## config.mk

```make
export PLATFORM = sky130hd
export DESIGN_NAME = program_loader
export DESIGN_NICKNAME = d
export VERILOG_FILES = /design/src/rtl/program_loader.sv
export SDC_FILE = /design/constraint.sdc
export NUM_CORES = 1
export LEC_CHECK = 0
export CORE_MARGIN = 2
export CORE_UTILIZATION = 52
export DETAILED_ROUTE_END_ITERATION = 10
export PLACE_DENSITY_LB_ADDON = 0.25
export SLEW_MARGIN = 20
export SYNTH_ARGS = -nofsm -noshare
export SYNTH_HDL_FRONTEND = slang
export SYNTH_SLANG_ARGS = --single-unit
```

## constraint.sdc

```tcl
create_clock -name clk -period 2.1 [get_ports clk]
set_clock_uncertainty 0.1 [all_clocks]
set_input_delay 0.315 -clock clk [delete_from_list [all_inputs] [get_ports clk]]
set_output_delay 0.315 -clock clk [all_outputs]
set_load 0.01 [all_outputs]
```

## src/rtl/program_loader.sv

```systemverilog
// program_loader: framed byte-stream loader for the 2048 x 14 program memory.
// Optional trailing checksum byte and CHKSUM/CHECK states: LOADER_CHECKSUM_EN.
module program_loader (
  input  logic        clk,
  input  logic        reset,
  input  logic [7:0]  in_byte,
  input  logic        in_valid,
  output logic        in_ready,
  output logic [10:0] Prog_addr_out,
  output logic [13:0] Prog_data_out,
  output logic        Prog_wr_en,
  output logic        cpu_hold,
  output logic        load_done,
  output logic        load_err
);

  typedef enum logic [3:0] {
    IDLE,
    CNT_HI,
    CNT_LO,
    DATA_HI,
    DATA_LO,
`ifdef LOADER_CHECKSUM_EN
    CHKSUM,
    CHECK,
`endif
    DONE,
    ERR
  } state_t;

  state_t      state;
  logic [10:0] count;
  logic [5:0]  word_hi;
  logic [7:0]  csum;
  logic        acc;

`ifdef LOADER_CHECKSUM_EN
  logic [7:0]  rx_sum;
  assign in_ready = (state != CHECK);
`else
  assign in_ready = 1'b1;
`endif

  assign acc = in_valid && in_ready;

  always_ff @(posedge clk or posedge reset) begin
    if (reset) begin
      state         <= IDLE;
      count         <= '0;
      word_hi       <= '0;
      csum          <= '0;
      Prog_addr_out <= '0;
      Prog_data_out <= '0;
      Prog_wr_en    <= 1'b0;
      cpu_hold      <= 1'b0;
      load_done     <= 1'b0;
      load_err      <= 1'b0;
`ifdef LOADER_CHECKSUM_EN
      rx_sum        <= '0;
`endif
    end else begin
      Prog_wr_en <= 1'b0;
      // Prog_addr_out doubles as the address counter; it steps after the strobe
      if (Prog_wr_en)
        Prog_addr_out <= Prog_addr_out + 11'd1;
      unique case (state)
        IDLE, DONE, ERR: begin
          if (acc && in_byte == 8'hA5) begin
            Prog_addr_out <= '0;
            csum          <= '0;
            load_done     <= 1'b0;
            load_err      <= 1'b0;
            cpu_hold      <= 1'b1;
            state         <= CNT_HI;
          end
        end
        CNT_HI: begin
          if (acc) begin
            csum        <= csum + in_byte;
            count[10:8] <= in_byte[2:0];
            if (in_byte[7:3] != 5'd0) begin
              load_err <= 1'b1;
              state    <= ERR;
            end else begin
              state <= CNT_LO;
            end
          end
        end
        CNT_LO: begin
          if (acc) begin
            csum       <= csum + in_byte;
            count[7:0] <= in_byte;
            state      <= DATA_HI;
          end
        end
        DATA_HI: begin
          if (acc) begin
            csum    <= csum + in_byte;
            word_hi <= in_byte[5:0];
            if (in_byte[7:6] != 2'd0) begin
              load_err <= 1'b1;
              state    <= ERR;
            end else begin
              state <= DATA_LO;
            end
          end
        end
        DATA_LO: begin
          if (acc) begin
            csum          <= csum + in_byte;
            Prog_data_out <= {word_hi, in_byte};
            Prog_wr_en    <= 1'b1;
            if (Prog_addr_out == count) begin
`ifdef LOADER_CHECKSUM_EN
              state <= CHKSUM;
`else
              load_done <= 1'b1;
              cpu_hold  <= 1'b0;
              state     <= DONE;
`endif
            end else begin
              state <= DATA_HI;
            end
          end
        end
`ifdef LOADER_CHECKSUM_EN
        CHKSUM: begin
          if (acc) begin
            rx_sum <= in_byte;
            state  <= CHECK;
          end
        end
        CHECK: begin
          if (rx_sum == csum) begin
            load_done <= 1'b1;
            cpu_hold  <= 1'b0;
            state     <= DONE;
          end else begin
            load_err <= 1'b1;
            state    <= ERR;
          end
        end
`endif
        default: state <= IDLE;
      endcase
    end
  end

endmodule

```

## Word level (Yosys, flattened, before mapping)

Index checks and enable logic that the tools add are counted.

| word-level totals | value |
|---|---|
| input bits | 11 |
| output and inout bits | 30 |
| word-level logic and storage cells | 68 |
| flip-flop bits (word level) | 50 |

| cells by class | value |
|---|---|
| reductions and logical operators | 14 |
| muxes and demuxes | 27 |
| equality and inequality tests | 16 |
| add/sub/neg operators | 1 |

Operator list:

| operator | number |
|---|---|
| $mux 11 | 3 |
| $mux 4 | 5 |
| $pmux 4 s5 | 1 |
| $ne 2x2->1 const B | 8 |
| $eq 4x3->1 const B | 3 |
| $mux 1 | 12 |
| $add 11x1->11 const B | 1 |
| $eq 11x11->1 | 1 |
| $eq 4x2->1 const B | 2 |
| $eq 8x8->1 const B | 1 |
| $reduce_and 2->1 | 4 |
| $mux 3 | 2 |
| $reduce_and 6->1 | 1 |
| $reduce_and 5->1 | 1 |
| $reduce_bool 5->1 | 1 |
| $eq 4x1->1 const B | 1 |
| $logic_not 4->1 | 1 |
| $pmux 1 s2 | 2 |
| $reduce_and 4->1 | 1 |
| $reduce_bool 2->1 | 2 |
| $pmux 1 s3 | 1 |
| $reduce_bool 3->1 | 1 |
| $reduce_or 3->1 | 1 |
| $mux 2 | 1 |
| $logic_and 1x1->1 | 1 |

## Logic depth before layout (Yosys ltp)

Gate-level depths: netlist (run 1).

| depth | value |
|---|---|
| depth after elaboration | 4 |
| gate-level depth with buffers | 6 |
| gate-level depth less buffers | 6 |

## Worst setup path after synthesis (run 1)

Ideal clock, no wire load.

| timing path | value |
|---|---|
| kind | reg2reg |
| start | register state[0] |
| end | register Prog_data_out[0] |
| path slack | 0.443 ns |
| buffers on the path | 3 |
| data arrival time | 1.432 ns |
| setup time | 0.125 ns |
| data required time | 1.875 ns |
| stages on the path, launching flop included | 7 |
| clock period less this slack | 1.657 ns |
| cell sequence | dfrtp_1 -> buf_6 -> nor2_1 -> and3_1 -> buf_6 -> buf_4 -> mux2_2 |

| between the ends | value |
|---|---|
| longest elaborated chain between the ends | 2 |

Ends and longest elaborated chain:

| item | RTL line | source |
|---|---|---|
| start: declaration | 31 | `state_t state;` |
| start signal: assignment | 48 | `state <= IDLE;` |
| start signal: assignment | 74 | `state <= CNT_HI;` |
| start signal: assignment | 83 | `state <= ERR;` |
| $eq 4x3->1 | 66 | `unique case (state)` |
| $reduce_and 2->1 (no line) | - |  |
| end signal: assignment | 111 | `Prog_data_out <= {word_hi, in_byte};` |
| end: declaration | 10 | `output logic [13:0] Prog_data_out,` |

No other way between the ends.
A chain may end at the register's enable or synchronous reset.

## Final worst setup path (run 1)

| timing path | value |
|---|---|
| start | input port in_byte[6] |
| end | register state[1] |

| between the ends | value |
|---|---|
| longest elaborated chain between the ends | 4 |
| elaborated cells between the ends (all ways) | 8 |
| classes of those cells | 2 x eq/ne; 3 x mux; 3 x reduce/logical |

Ends and longest elaborated chain:

| item | RTL line | source |
|---|---|---|
| start: declaration | 6 | `input logic [7:0] in_byte,` |
| $eq 8x8->1 / $reduce_bool 2->1 (equally long branches) | 68, 100 |  |
| $logic_and 1x1->1 / $mux 2 (equally long branches) | 68, 100 |  |
| $ne 2x2->1 (no line) / $mux 4 (equally long branches) | - |  |
| $reduce_and 5->1 (no line) / $pmux 4 s5 (equally long branches) | - |  |
| end signal: assignment | 74 |  |
| end signal: assignment | 83 |  |
| end signal: assignment | 85 | `state <= CNT_LO;` |

Parallel ways exist; a longest one is shown, timed or not. The select of a mux whose other input is x is not followed.

==> Implementation_results.wiki, run 1 <==
{| class="wikitable"
! Metric !! Value
|-
| Path depth of the worst reg2reg path || 4
|-
| Category of the critical setup timing path || input pin to register
|-
| Critical path's top delay family || simple AND/OR/NAND/NOR gates
|-
| CP cell instances || clkdlybuf4s50_1 -> or3b_1 -> nor4_2 -> o32ai_1 -> o21ai_0 -> o211ai_1
|-
| Sequential element share of the synthesized area || a little over half
|-
| Reg-to-reg slack, setup || around 0.27 ns
|-
| Post-route total power || 3950 uW
|-
| Pin slew with the least headroom to its limit || 0.6073 ns
|-
| Proportion of register bits with asynchronous set or reset after synthesis || 100.0%
|-
| Capturing point of the worst reg2reg path || count[9]$_DFFE_PP0P_
|-
| Peak supply drop || 0.8697 mV
|-
| Die width || between 60 and 70 um
|-
| Max-slew violation count || 0
|-
| Total via count after detailed routing || ~1,600
|-
| RSZ-0062 raised after global routing || no
|-
| Pin count of the biggest net entering global routing || 50
|-
| Startpoint of the lowest-slack register-to-register path || state[0]$_DFFE_PP0P_
|-
| Post-detailed-placement half-perimeter wirelength || 3.394 mm
|-
| Cell count after placement || 277
|-
| Vias in the first global route || 1,632
|-
| Count of buffering cells on the critical path with inverters included || 1
|-
| Worst relative slew slack || 59.51%
|-
| Initial Util || 55.08%
|-
| Crit path DAT || 1.98 ns
|-
| Area growth, synth to finish || 27.07%
|-
| Number of DRC markers in iteration 0 || 144
|-
| Crit-path slowest cell || sky130_fd_sc_hd__clkdlybuf4s50_1
|-
| Fill cell total of the finished layout || 298
|-
| Final Hold Slack || 0.3890 ns
|-
| Clock buffers created by TritonCTS || 5
|-
| Die Outline Area || 0.004871 mm^2
|-
| Layout cell share with drive strength beyond 1 || roughly 23%
|-
| Final weighted congestion in routability-driven placement || 0.9210
|-
| Max-capacitance violation count || 0
|-
| DRC || 0
|-
| Quantity of gates resized following cts || 0
|-
| Clock insertion delay at the later pin of the skew report || about 0.30 ns
|-
| Count of buffers inserted at the top-level ports || 39
|-
| Synth Cell Area || 0.002251 mm^2
|-
| Wire length of the first global-routing pass || 7.990 mm
|-
| Final Hold Violating Endpoints || 0
|-
| Root buffer cell || sky130_fd_sc_hd__clkbuf_8
|-
| Row cnt || 23
|-
| Achievable Freq || around 0.52 GHz
|-
| Final worst path period share || 90.73%
|-
| Number of diodes || 0
|-
| Largest fanout on the critical path || 5
|-
| Core region area || 0.004086 mm^2
|-
| Overall die height || 69.79 um
|-
| Wire length reported by the detailed router || 4.643 mm
|-
| Sum of overflow across all layers after global routing || 0
|-
| Dominant synthesized flop cell || sky130_fd_sc_hd__dfrtp_1
|-
| Flop and latch count out of synthesis || 49
|-
| Synthesized Nets || 195
|-
| Number of cells produced by synthesis || 183
|-
| Final non-filler cell total || 284
|-
| Final setup viols || 0
|-
| Max clock buf depth || 2
|-
| Power density normalized to cell area || about 1400 mW/mm^2
|-
| Count of cell types in the netlist || 36
|-
| Antenna viol nets, final || 0
|-
| Antenna violations before repair || 0
|-
| Number of I/O pins || 41
|-
| Post-DR vias/cell || 5.553
|-
| Maximum level of the CTS H-tree || 2
|-
| Startpoint types || input pin
|-
| Standby leakage power || 0.001196 uW
|-
| Number of hold buffers added after cts || 0
|-
| Syn Area/Cell || 12.30 um^2
|-
| Class of the most critical hold timing path || input pin to asynchronous set/reset pin
|-
| Shortest clock period the worst path allows after layout || 1.905 ns
|-
| Pre-Repair DR Iteration Count || 4
|-
| Worst setup EP type || register
|-
| Clock tree from TritonCTS || done
|-
| Syn. warnings || 0
|-
| Register clock-pin slew on the reported worst setup and hold paths || 0.09 ns
|-
| Nets || 246
|-
| Crit path required time || 2.17 ns
|-
| Clk sinks || 49
|-
| Run status || finished, final reports clean
|-
| Overall track demand over capacity in global routing || 20.88%
|-
| Slowest stage delay, CP || 0.45 ns
|-
| Setup Buffers After CTS || 0
|-
| Number of enable flip-flop cells after synthesis || 0
|-
| Wire length per cell after detailed routing || 16.35 um
|}
routing by layer:
metal	part of all wire, %	global-route usage [%]
met2	51	33.54
met4	1.4	7.265
met5	0	0
met1	43	28.49
met3	4.5	4.070
registers in the layout, summed over array words and instances (netlist names):
| signal | count |
|---|---|
| count | 11 |
| Prog_data_out | 14 |
| Prog_wr_en | 1 |
| cpu_hold | 1 |
| word_hi | 6 |
| load_done | 1 |
| load_err | 1 |
| state | 3 |
| Prog_addr_out | 11 |
synthesized netlist by cell type, types with 2 or more instances:
cell type                  number  area share (%)
sky130_fd_sc_hd__nand4_1        5             1.4
sky130_fd_sc_hd__o21ai_0        4            0.89
sky130_fd_sc_hd__buf_6          4             2.0
sky130_fd_sc_hd__mux2_2        31              16
sky130_fd_sc_hd__nor3_1         3            0.67
sky130_fd_sc_hd__xnor2_1       18             7.0
sky130_fd_sc_hd__nor2_1        21             3.5
sky130_fd_sc_hd__nor2b_1        2            0.56
sky130_fd_sc_hd__nand3b_1       2            0.67
sky130_fd_sc_hd__buf_2          2            0.44
sky130_fd_sc_hd__dfrtp_1       49              54
sky130_fd_sc_hd__buf_4          2            0.67
sky130_fd_sc_hd__xor2_1         5             1.9
sky130_fd_sc_hd__nand2_1        5            0.83
sky130_fd_sc_hd__nand3_1        6             1.3
sky130_fd_sc_hd__and3_1         4             1.1
layout by cell type (no fill, tap or decap), types with 4 or more instances in the layout:
cell type                         count
sky130_fd_sc_hd__nand4_1              5
sky130_fd_sc_hd__o21ai_0              4
sky130_fd_sc_hd__mux2_2              31
sky130_fd_sc_hd__clkbuf_8             5
sky130_fd_sc_hd__nand2_1              5
sky130_fd_sc_hd__xnor2_1             18
sky130_fd_sc_hd__buf_4               11
sky130_fd_sc_hd__dfrtp_1             49
sky130_fd_sc_hd__nand3_1              6
sky130_fd_sc_hd__and3_1               4
sky130_fd_sc_hd__clkdlybuf4s50_1     39
sky130_fd_sc_hd__xor2_1               5
sky130_fd_sc_hd__nor2_1              21
how the worst max path moves through the flow:
| stage | startpoint | to | slack (ns) | depth (start not counted) |
|---|---|---|---|---|
| after floorplan | state[0]$_DFFE_PP0P_ | Prog_data_out[0]$_DFFE_PP0P_ | 0.44 | 6 |
| after global placement | in_byte[6] | state[1]$_DFFE_PP0P_ | -0.03 | 6 |
| after detailed placement | in_byte[0] | state[1]$_DFFE_PP0P_ | -0.11 | 6 |
| after CTS | in_byte[6] | state[1]$_DFFE_PP0P_ | 0.21 | 6 |
| after global routing | in_byte[0] | state[0]$_DFFE_PP0P_ | 0.06 | 6 |
| final | in_byte[6] | state[1]$_DFFE_PP0P_ | 0.19 | 6 |
tightest hold or removal path, stage by stage:
cell and delay (ns):
sky130_fd_sc_hd__clkdlybuf4s50_1 0.41, sky130_fd_sc_hd__inv_2 0.05, sky130_fd_sc_hd__buf_4 0.49
report_power, final:
part / internal (uW) / total [uW] / switching (uW)
Combinational: 965 / 1560 / 593
Clock: 346 / 640 / 294
Sequential: 1350 / 1750 / 397
kinds of logic after synthesis:
group | Yosys count | synth area share, %
buffers and inverters | 10 | 3.446
AO/OA/AOI/OAI | 11 | 3.224
flip-flops | 49 | 54.47
multiplexers | 32 | 15.95
AND/OR/NAND/NOR | 56 | 13.23
adder cells (fa/ha/maj) | 1 | 0.5558
XOR/XNOR | 23 | 8.949
other | 1 | 0.1666
through the flow:
step | setup TNS [ns] | setup slack (ns) | util (%) | instance area [um^2]
after floorplan | 0 | 0.4433 | - | 2251
after global placement | -0.2314 | -0.02708 | 67.45 | 2756
after detailed placement | -0.5123 | -0.1104 | 67.45 | 2756
after CTS | 0 | 0.2113 | 69.99 | 2860
after global routing | 0 | 0.05651 | 69.99 | 2860
final | 0 | 0.1948 | 69.99 | 2860
area by class of cell:
cell class	count	area (um^2)	area share, %
clock buffer	5	68.82	2.406
clock inverter	2	35.03	1.225
inverter	2	7.507	0.2625
multi-input combinational	124	947.2	33.11
sequential	49	1226	42.87
tap	50	62.56	2.187
timing repair buffer	52	513.0	17.94
No activity file was read; power rests on OpenSTA's default activity.
==> run 2, diff against run 1 <==
PLACE_DENSITY = 0.78   (was unset)
PLACE_DENSITY_LB_ADDON = unset   (was 0.25)
==> run 2 against run 1 <==
Compared with the run above:
- cell count increased by 0.70%
- global-route usage increased by 0.24 points
- die area unchanged
- core utilization decreased by 0.34 points
- clock power decreased by 19%
- first-iteration DRC count decreased by 37%
- critical path depth unchanged
- design area decreased by 0.48%
- via count unchanged
- largest cell class unchanged
- clock-buffer cell count increased by 1
==> Implementation_results.wiki, run 2 (same netlist as run 1, synthesis figures left out) <==
{| class="wikitable"
! Metric !! Value
|-
| Register clock-pin slew on the reported worst setup and hold paths || 0.08 ns (was 0.09 ns)
|-
| Final worst path period share || 91.59% (was 90.73%)
|-
| Number of I/O pins || 41 (unchanged)
|-
| Root buffer cell || sky130_fd_sc_hd__clkbuf_8 (unchanged)
|-
| Max-capacitance violation count || 0 (unchanged)
|-
| Layout cell share with drive strength beyond 1 || 22.88% (was 23.08%)
|-
| Final Hold Violating Endpoints || 0 (unchanged)
|-
| DRC || 0 (unchanged)
|-
| Sum of overflow across all layers after global routing || 0 (unchanged)
|-
| Met2 Wirelength || 2.446 mm (was 2.352 mm)
|-
| Die Outline Area || 0.004871 mm^2 (unchanged)
|-
| Metal-1 WL || 2.081 mm (was 2.015 mm)
|-
| Wire length of the first global-routing pass || 8.135 mm (was 7.990 mm)
|-
| Pin count of the biggest net entering global routing || 50 (unchanged)
|-
| Largest Register || Prog_data_out (unchanged)
|-
| Number of diodes || 0 (unchanged)
|-
| Reg-to-reg slack, setup || 0.28 ns (was 0.27 ns)
|-
| Capturing point of the worst reg2reg path || count[10]$_DFFE_PP0P_ (was count[9]$_DFFE_PP0P_)
|-
| Crit path required time || 2.18 ns (was 2.17 ns)
|-
| Max clock buf depth || 2 (unchanged)
|-
| Pin slew with the least headroom to its limit || 0.5251 ns (was 0.6073 ns)
|-
| Wire length per cell after detailed routing || 16.53 um (was 16.35 um)
|-
| Setup Buffers After CTS || 0 (unchanged)
|-
| Combinational fraction of design power || 41.7% (was 39.5%)
|-
| Area growth, synth to finish || 26.46% (was 27.07%)
|-
| Post-route total power || 3855 uW (was 3950 uW)
|-
| Max reg flops || 14 (unchanged)
|-
| Quantity of gates resized following cts || 0 (unchanged)
|-
| Largest registers ranked by flip-flop count || Prog_data_out: 14 flops, Prog_addr_out: 11 flops, count: 11 flops (unchanged)
|-
| Portion of total power attributed to sequential cells || 45.0% (was 44.3%)
|-
| Post-detailed-placement half-perimeter wirelength || 3.622 mm (was 3.394 mm)
|-
| Switching Share || 33.41% (was 32.52%)
|-
| Clock tree from TritonCTS || done (unchanged)
|-
| Worst relative slew slack || 64.89% (was 59.51%)
|-
| Antenna violations before repair || 0 (unchanged)
|-
| Final design utilization || 69.66% (was 69.99%)
|-
| Clock network fraction of total power || 13.4% (was 16.2%)
|-
| Final Hold Slack || 0.2692 ns (was 0.3890 ns)
|-
| Post-DR vias/cell || 5.514 (was 5.553)
|-
| Peak supply drop || 0.8446 mV (was 0.8697 mV)
|-
| Power density normalized to cell area || 1354 mW/mm^2 (was 1381 mW/mm^2)
|-
| Count of buffers inserted at the top-level ports || 39 (unchanged)
|-
| Power spent charging and discharging nets || 1288 uW (was 1284 uW)
|-
| Worst setup EP type || register (unchanged)
|-
| Die width || 69.79 um (unchanged)
|-
| Met3 wire length || 146 um (was 209 um)
|-
| Max-slew violation count || 0 (unchanged)
|-
| Final setup viols || 0 (unchanged)
|-
| Row cnt || 23 (unchanged)
|-
| Pre-Repair DR Iteration Count || 4 (unchanged)
|-
| Maximum level of the CTS H-tree || 2 (unchanged)
|-
| RSZ-0062 raised after global routing || no (unchanged)
|-
| Total via count after detailed routing || 1,577 (unchanged)
|-
| Clk sinks || 49 (unchanged)
|-
| Startpoint of the lowest-slack register-to-register path || state[0]$_DFFE_PP0P_ (unchanged)
|-
| Vias in the first global route || 1,701 (was 1,632)
|-
| Shortest clock period the worst path allows after layout || 1.923 ns (was 1.905 ns)
|-
| Startpoint types || input pin (unchanged)
|-
| Number of DRC markers in iteration 0 || 91 (was 144)
|-
| Highest-count cells in the layout ignoring fill and taps || sky130_fd_sc_hd__dfrtp_1, sky130_fd_sc_hd__clkdlybuf4s50_1, sky130_fd_sc_hd__mux2_2 (unchanged)
|-
| Antenna viol nets, final || 0 (unchanged)
|-
| Class of the most critical hold timing path || input pin to asynchronous set/reset pin (unchanged)
|-
| Wire length reported by the detailed router || 4.728 mm (was 4.643 mm)
|-
| Clock insertion delay at the later pin of the skew report || 0.29 ns (was 0.30 ns)
|-
| Core region area || 0.004086 mm^2 (unchanged)
|-
| Uppermost layer routed || met4 (unchanged)
|-
| Category of the critical setup timing path || input pin to register (unchanged)
|-
| Final weighted congestion in routability-driven placement || 0.8032 (was 0.9210)
|-
| Nets || 247 (was 246)
|-
| Clock buffers created by TritonCTS || 5 (unchanged)
|-
| Crit path DAT || 2.01 ns (was 1.98 ns)
|-
| Overall track demand over capacity in global routing || 21.12% (was 20.88%)
|-
| Initial Util || 55.08% (unchanged)
|-
| Overall die height || 69.79 um (unchanged)
|-
| Largest fanout on the critical path || 8 (was 5)
|-
| Path depth of the worst reg2reg path || 4 (unchanged)
|-
| Run status || finished, final reports clean (unchanged)
|-
| Number of hold buffers added after cts || 0 (unchanged)
|-
| Standby leakage power || 0.001190 uW (was 0.001196 uW)
|-
| Internal power summed over all cells || 2567 uW (was 2666 uW)
|-
| Achievable Freq || 0.5199 GHz (was 0.5249 GHz)
|-
| Commonest non-fill, non-tap cell in the layout || sky130_fd_sc_hd__dfrtp_1 (unchanged)
|}
[run 2: changes by cell type in the layout (fill, tap and decap cells not counted), sizes merged]
cell    change
bufinv      -1
buf         +1
clkinv      +2
clkbuf      +1
inv         -1
[run 2: worst max-delay path by stage]
stage,start,end,slack [ns],depth (start not counted)
finish,in_byte[0],Prog_addr_out[0]$_DFF_PP0_,0.18,6
detailed placement,in_byte[0],Prog_addr_out[0]$_DFF_PP0_,-0.14,6
CTS,in_byte[0],Prog_addr_out[0]$_DFF_PP0_,0.17,6
global placement,in_byte[0],Prog_addr_out[0]$_DFF_PP0_,-0.09,6
global route,in_byte[0],state[1]$_DFFE_PP0P_,0.1,6
floorplan,state[0]$_DFFE_PP0P_,Prog_data_out[0]$_DFFE_PP0P_,0.44,6
[run 2: area by class of cell]
cell class                 count  area (um^2)
clock buffer                   6        72.57
clock inverter                 2        10.01
fill                         306         1240
inverter                       2        7.507
multi-input combinational    124        947.2
sequential                    49         1226
tap                           50        62.56
timing repair buffer          53        520.5
[run 2: power by group through the flow]
stage	logic (uW)	registers [uW]	clock network, uW
5_1_grt	1740	1800	572
2_1_floorplan	919	1740	0
3_5_place_dp	1620	1760	0
4_1_cts	1630	1740	534
6_report	1610	1730	516
3_3_place_gp	1550	1720	0
[run 2: through the flow]
stage,area (um^2),setup slack [ns],instances,TNS [ns]
after floorplan,2251,0.4433,183,0
after global placement,2764,-0.09042,278,-0.7825
after detailed placement,2764,-0.1394,278,-1.244
after CTS,2846,0.1695,286,0
after global routing,2846,0.09531,286,0
final,2846,0.1766,286,0
[run 2: per-layer routing]
layer	track usage (%)	up-vias
li1	-	736
met4	6.197	0
met5	0	-
met1	26.75	807
met3	4.215	7
met2	36.61	27
[run 2: critical path, stage by stage]
cell                              delay (ns)
sky130_fd_sc_hd__clkdlybuf4s50_1        0.50
sky130_fd_sc_hd__or3b_1                 0.39
sky130_fd_sc_hd__nor4_2                 0.21
sky130_fd_sc_hd__o211a_1                0.33
sky130_fd_sc_hd__buf_4                  0.20
sky130_fd_sc_hd__nor2_1                 0.06
